**config.mk**
```make
export PLATFORM = sky130hd
export DESIGN_NAME = selector41_scanner
export DESIGN_NICKNAME = d
export VERILOG_FILES = /design/src/rtl/selector41_scanner.sv
export SDC_FILE = /design/constraint.sdc
export NUM_CORES = 1
export LEC_CHECK = 0
export ABC_AREA = 0
export BUFFER_PORTS_ARGS = -buffer_cell sky130_fd_sc_hd__buf_2
export CORE_UTILIZATION = 35
export CTS_CLUSTER_DIAMETER = 30
export DETAILED_ROUTE_END_ITERATION = 12
export MAX_ROUTING_LAYER = met4
export PLACE_DENSITY = 0.6
export SLEW_MARGIN = 20
export SYNTH_ARGS = -nofsm -noshare
export SYNTH_HDL_FRONTEND = slang
export SYNTH_SLANG_ARGS = --single-unit
```
**constraint.sdc**
```tcl
create_clock -name iClk -period 3.15 [get_ports iClk]
set_clock_uncertainty 0.1 [all_clocks]
set_input_delay 0.1575 -clock iClk [delete_from_list [all_inputs] [get_ports iClk]]
set_output_delay 0.1575 -clock iClk [all_outputs]
set_load 0.02 [all_outputs]
```
**src/rtl/selector41_scanner.sv**
```systemverilog
// -----------------------------------------------------------------------------
// selector41_scanner
//
// Drives the select lines of a 4-to-1 selector41 mux. On a start request the
// mux is stepped through channels 0..3. Each channel is held for DWELL cycles,
// and the mux output is captured into that channel's register on the last
// dwell cycle. A one-cycle done pulse follows the capture of channel 3, so
// all four channel values are then available in parallel, registered.
//
// Parameters:
//   WIDTH  data width of iZ and of each capture register (default 4)
//   DWELL  cycles each select value is held, legal range 1..15 (default 3)
//
// Ports:
//   iClk    in   1      system clock, rising edge
//   iRst    in   1      synchronous, active-high reset
//   iStart  in   1      scan request, sampled only in IDLE
//   iAbort  in   1      abort a running scan, sampled only in SCAN
//   iZ      in   WIDTH  mux output (selector41 oZ)
//   oS0     out  1      mux select LSB (registered)
//   oS1     out  1      mux select MSB (registered)
//   oD0..3  out  WIDTH  captured channel values
//   oBusy   out  1      high while scanning
//   oChg    out  4      per-channel "value changed at last capture" flags
//                       (present only with SELECTOR41_SCANNER_CHG_EN defined)
//   oDone   out  1      one-cycle pulse after channel 3 is captured
//
// Build option:
//   SELECTOR41_SCANNER_CHG_EN  adds the oChg port and its change tracking.
// -----------------------------------------------------------------------------
module selector41_scanner #(
   parameter int unsigned WIDTH = 4,
   parameter int unsigned DWELL = 3
) (
   input  logic             iClk,
   input  logic             iRst,
   input  logic             iStart,
   input  logic             iAbort,
   input  logic [WIDTH-1:0] iZ,
   output logic             oS0,
   output logic             oS1,
   output logic [WIDTH-1:0] oD0,
   output logic [WIDTH-1:0] oD1,
   output logic [WIDTH-1:0] oD2,
   output logic [WIDTH-1:0] oD3,
   output logic             oBusy,
`ifdef SELECTOR41_SCANNER_CHG_EN
   output logic [3:0]       oChg,
`endif
   output logic             oDone
);

   // Dwell counter width: ceil(log2(DWELL)) + 1, which is at least 1 bit
   // even for DWELL = 1.
   localparam int unsigned   CW       = $clog2(DWELL) + 1;
   localparam logic [CW-1:0] CNT_LAST = CW'(DWELL - 1);
   localparam logic [1:0]    CH_LAST  = 2'd3;

   typedef enum logic [1:0] {
      IDLE = 2'd0,
      SCAN = 2'd1,
      DONE = 2'd2
   } state_e;

   state_e           state_q, state_d;
   logic [1:0]       ch_q,    ch_d;
   logic [CW-1:0]    cnt_q,   cnt_d;
   logic [WIDTH-1:0] d_q [4];
   logic [WIDTH-1:0] d_d [4];
   logic             cap_en;
   logic             dwell_end;

`ifdef SELECTOR41_SCANNER_CHG_EN
   logic [3:0]       chg_q, chg_d;
`endif

   assign dwell_end = (cnt_q == CNT_LAST);

   // --------------------------------------------------------------------------
   // State register (FSM state plus channel / dwell counters)
   // --------------------------------------------------------------------------
   always_ff @(posedge iClk) begin
      if (iRst) begin
         state_q <= IDLE;
         ch_q    <= '0;
         cnt_q   <= '0;
      end else begin
         state_q <= state_d;
         ch_q    <= ch_d;
         cnt_q   <= cnt_d;
      end
   end

   // --------------------------------------------------------------------------
   // Next-state logic
   // --------------------------------------------------------------------------
   always_comb begin
      state_d = state_q;
      ch_d    = ch_q;
      cnt_d   = cnt_q;
      cap_en  = 1'b0;

      unique case (state_q)
         IDLE: begin
            if (iStart) begin
               state_d = SCAN;
               ch_d    = '0;
               cnt_d   = '0;
            end
         end

         SCAN: begin
            if (!dwell_end) begin
               cnt_d = cnt_q + CW'(1);
            end else begin
               cap_en = 1'b1;
               cnt_d  = '0;
               if (ch_q == CH_LAST) begin
                  state_d = DONE;
                  ch_d    = '0;
               end else begin
                  ch_d = ch_q + 2'd1;
               end
            end
            // Abort overrides the sequencing but not the capture: a capture
            // due on this same edge still lands in its register.
            if (iAbort) begin
               state_d = IDLE;
               ch_d    = '0;
               cnt_d   = '0;
            end
         end

         DONE: begin
            state_d = IDLE;
         end

         default: begin
            state_d = IDLE;
            ch_d    = '0;
            cnt_d   = '0;
         end
      endcase
   end

   // --------------------------------------------------------------------------
   // Capture registers
   // --------------------------------------------------------------------------
   always_comb begin
      for (int unsigned i = 0; i < 4; i++) begin
         d_d[i] = d_q[i];
      end
      if (cap_en) begin
         d_d[ch_q] = iZ;
      end
   end

   always_ff @(posedge iClk) begin
      if (iRst) begin
         for (int unsigned i = 0; i < 4; i++) begin
            d_q[i] <= '0;
         end
      end else begin
         for (int unsigned i = 0; i < 4; i++) begin
            d_q[i] <= d_d[i];
         end
      end
   end

`ifdef SELECTOR41_SCANNER_CHG_EN
   // Change flag of a channel is rewritten at each of its captures, comparing
   // the incoming value with the value it replaces.
   always_comb begin
      chg_d = chg_q;
      if (cap_en) begin
         chg_d[ch_q] = (iZ != d_q[ch_q]);
      end
   end

   always_ff @(posedge iClk) begin
      if (iRst) begin
         chg_q <= '0;
      end else begin
         chg_q <= chg_d;
      end
   end
`endif

   // --------------------------------------------------------------------------
   // Output logic
   // --------------------------------------------------------------------------
   always_comb begin
      oS0   = ch_q[0];
      oS1   = ch_q[1];
      oD0   = d_q[0];
      oD1   = d_q[1];
      oD2   = d_q[2];
      oD3   = d_q[3];
      oBusy = (state_q == SCAN);
      oDone = (state_q == DONE);
`ifdef SELECTOR41_SCANNER_CHG_EN
      oChg  = chg_q;
`endif
   end

endmodule

```
Yosys cells after proc, flatten, opt, wreduce, memory -nomap -nowiden
Memory sizes are Yosys's and may differ from the RTL's.
Index checks and enable logic that the tools add are counted.
Widths: inputs -> output; s select.

cells by class
  bitwise logic cells = 6
  mux-type cells = 27
  reduce and logical (&&, ||, !) cells = 5
  add/sub/neg operators = 2
  eq/ne operators = 7
  magnitude comparators = 2

operators by type and width
  operator             count
  $mux 4               5
  $bwmux 16            1
  $mux 16              1
  $mux 2               8
  $mux 3               3
  $pmux 3 s3           1
  $demux 4 s2          1
  $ne 3x2->1 const B   2
  $pmux 2 s3           1
  $reduce_and 3->1     2
  $mux 1               5
  $eq 2x2->1 const B   2
  $or 1x1->1           4
  $pmux 2 s2           1
  $add 3x1->3 const B  1
  $eq 3x2->1 const B   1
  $ge 3x3->1 const B   1
  $lt 3x1->1 const B   1
  $not 2->3            1
  $add 2x1->2 const B  1
  $eq 2x1->1 const B   1
  $logic_not 2->1      1
  $ne 2x2->1 const B   1
  $reduce_and 2->1     1
  other kinds (2)      2

word-level totals
  memories kept = 1
  bits of input ports = 8
  memory bits (writable) = 16
  register bits = 7

memory list
  name  depth  width  rd ports  clocked after Yosys merged registers in  write ports  RTL line  text
  d_q   4      4      4         0                                        4            68        logic [WIDTH-1:0] d_q [4];

Logic depth before layout (Yosys ltp)
  depth after elaboration = 8
  depth in mapped cells = 5
  depth with buffers taken out = 4

Worst setup path before layout
OpenSTA, ideal clock, no wires.

  path kind = reg2reg
  start = register state_q[1]
  end = register cnt_q[0]
  stages on the path, launching flop included = 5
  period minus slack after synthesis = 1411 ps
  setup time = 70 ps
  path slack = 1739 ps
  arrival = 1241 ps
  required time = 2980 ps
  cell sequence = dfxtp_1 > buf_2 > or3b_4 > or3_1 > a21oi_1

on the way
  cells in the longest elaborated chain, start to end = 3
  elaborated cells on any way between the ends = 7
  classes of those cells = eq/ne: 3; mux: 1; bitwise: 1; reduce/logical: 2

ends and longest elaborated chain
  element                                                   RTL line  text
  from (decl)                                               65        state_e state_q, state_d;
  from (signal assigned)                                    88        state_q <= state_d;
  $logic_not 2->1 or $eq 2x2->1 (tied branches)             103       unique case (state_q)
  $ne 2x2->1 (no source line) or $not 1->1 (tied branches)  --
  $reduce_and 2->1 (no source line)                         --
  to (signal assigned)                                      90        cnt_q <= cnt_d;
  to (decl)                                                 67        logic [CW-1:0] cnt_q, cnt_d;

Several ways; a longest one is shown, not always the timed one.
A chain may end at the register's enable or synchronous reset.

Worst setup path in the final report
  start = register state_q[0]
  end = register ch_q[0]

on the way
  cells in the longest elaborated chain, start to end = 3
  elaborated cells on any way between the ends = 8
  classes of those cells = eq/ne: 4; mux: 1; bitwise: 1; reduce/logical: 2

ends and longest elaborated chain
  element                                              RTL line  text
  $eq 2x1->1 (tied with other cells)                   103
  $ne 3x2->1 (no source line) (tied with other cells)  --
  $reduce_and 3->1 (no source line)                    --
  to (signal assigned)                                 89        ch_q <= ch_d;
  to (decl)                                            66        logic [1:0] ch_q, ch_d;

Several ways; a longest one is shown, not always the timed one.

==> metrics.yaml <==
wirelength_mm: 2.10
synth-edff-count: 0
timing.final.crit_share: 0.493
avgSynthCellArea_um2: 9.54
drc_errors: 0
fp.dieH_um: 56.5
cts_max_level: 1
synth_flop_cell: "dfxtp_1"
cts_buffers: 3
die_area_mm2: 0.00319
grt_overflow: 0
clockRootBuffer: "clkbuf_4"
die_w_um: 56.5
ir_worst_vdd_uv: 217
worst_pin_slew_ns: 0.429
postCtsSetupRepairBufs: 0
hold_buffers: 0
stdcell_area_mm2: 0.00121
synth-seq-cells: 23
rsz0062_at_grt: "false"
antenna_cells: 0
clkLatencyLatePin_ns: 0.30
wl_per_cell_um: 12.7
drtIter0Drc: 9
grt_use_total: 0.142
n_fill_cell: 274
syn2layout_area_growth_pct: 16.5
path_clk_slew_ns: 0.12
ys.warnings.count: 0
vias_per_cell: 5.08
fin_util: 0.435
grt_pass1_vias: 772
grt_max_degree: 24
setup_viol: 0
grt_pass1_wl_mm: 3.46
status: "completed"
max_slew_margin: 0.714
critPathRequiredTime_ns: 3.26
core_mm2: 0.00278
hold_violations: 0
cp.arrival_ns: 1.67
antenna_found_initial: 0
nNetsFinal: 147
post_cts_resized: 0
critical_path_class: "reg2reg"
cts_tree: "done"
row_count: 19
syn_area_mm2: 0.00104
dpl_cell_area_mm2: 0.00118
ys_types: 28
ant_nets: 0
maxCapViolCount: 0
synth-async-reset-ratio: 0
hp-class: "in2reg"
leakagePower_nw: 0.595
fin_tns_setup_ns: 0
slew_violations: 0
synth-seq-area-share: 0.443
dp_hpwl_mm: 1.54
r2r_slack_ns: 1.60
io_pins: 28
start_util: 0.374
worstSetupEndpointType: "flop"
holdWs_ns: 0.0220
syn_nets: 121
dr.pass1.iters: 4
synthCells: 109
vias: 838
cts_buffer_depth: 2
clock_sinks: 23
layout_min_cycle_time_ns: 1.55
synth_top_area_cell: "dfxtp_1"
power_density_mw_per_mm2: 383
start_kind: "flop"
crit_fanout: 11
fmax_mhz: 644
synthTopCellsByArea: "dfxtp_1, mux2i_1, nand2_1, ha_1, nand3b_1"
drive_above_1_share: 0.239
gp_congestion: 0.801
yosysTopAreaCellShare: 0.443
portBuffers: 27
==> worst max-delay path, cell delays in order (launching register included) <==
cell     delay (ns)
dfxtp_1        0.50
or3b_4         0.44
o22a_1         0.22
o32ai_1        0.21
==> path summary, 6_finish.rpt <==
path,startpoint,endpoint,depth (start not counted)
max reg2reg,state_q[0],ch_q[0],3
min reg2reg,d_q[1][2],d_q[1][2],2
min,iRst,cnt_q[0],2
max,state_q[0],ch_q[0],3
==> metal layers <==
metal  track usage  vias to the layer above  wire length [um]
met3        0.0276                        2                63
met2         0.205                       11               991
met4        0.0592                        0                14
met5             -                        -                 0
met1         0.193                      399              1030
li1              -                      426                 -
==> cell usage in the layout, fill, tap and decap left out, drive strengths merged, types with 2 or more instances in the layout <==
master  instances
a21oi           3
and3b           2
buf            27
clkbuf          4
dfxtp          23
ha              4
inv             5
mux2i          16
nand2          22
nand3b          4
nor2            2
nor2b           2
nor3b           4
o21ai           2
o32ai           3
or3             2
or3b            2
==> cells by family after synthesis <==
family / Yosys count / synth area share
and+or+nand+nor: 43 / 0.227
DFF: 23 / 0.443
muxes: 16 / 0.154
AOI/OAI and AO/OA: 12 / 0.0818
buffers and inverters: 11 / 0.0457
adders and majority gates: 4 / 0.0481
==> sequential cells by signal (all words and copies together), names as in the netlist <==
register,cells
state_q,2
d_q,16
ch_q,2
cnt_q,3
==> final cells by class <==
| cell class | count | area, um^2 | area share |
|---|---|---|---|
| clock buffers | 4 | 26.3 | 0.0217 |
| inverters | 5 | 18.8 | 0.0155 |
| multi-input cells | 75 | 532 | 0.439 |
| flip-flops and latches | 23 | 460 | 0.380 |
| well taps | 31 | 38.8 | 0.0320 |
| repair buffers | 27 | 135 | 0.112 |
==> synth_stat cells (2+ instances only) <==
master / n
o32ai_1: 3
ha_1: 4
clkbuf_1: 3
inv_1: 4
nor3b_1: 4
or3_1: 2
nor2b_1: 2
a21oi_1: 3
dfxtp_1: 23
nor2_1: 2
nand3b_1: 4
mux2i_1: 16
and3b_1: 2
nand2_1: 22
buf_2: 2
==> where the power goes <==
group	leakage, nW	internal [mW]	switching, mW
combinational	0.394	0.0133	0.0191
sequential	0.186	0.293	0.00387
clock	0.0150	0.0493	0.0856
==> through the flow <==
step / cells / power, mW / setup slack [ns]
2_1_floorplan: 109 / 0.326 / 1.74
3_3_place_gp: 161 / 0.335 / 1.66
3_5_place_dp: 161 / 0.336 / 1.64
4_1_cts: 165 / 0.468 / 1.60
5_1_grt: 165 / 0.486 / 1.49
6_report: 165 / 0.464 / 1.60
Note: power is estimated with default switching activity, not from simulation.
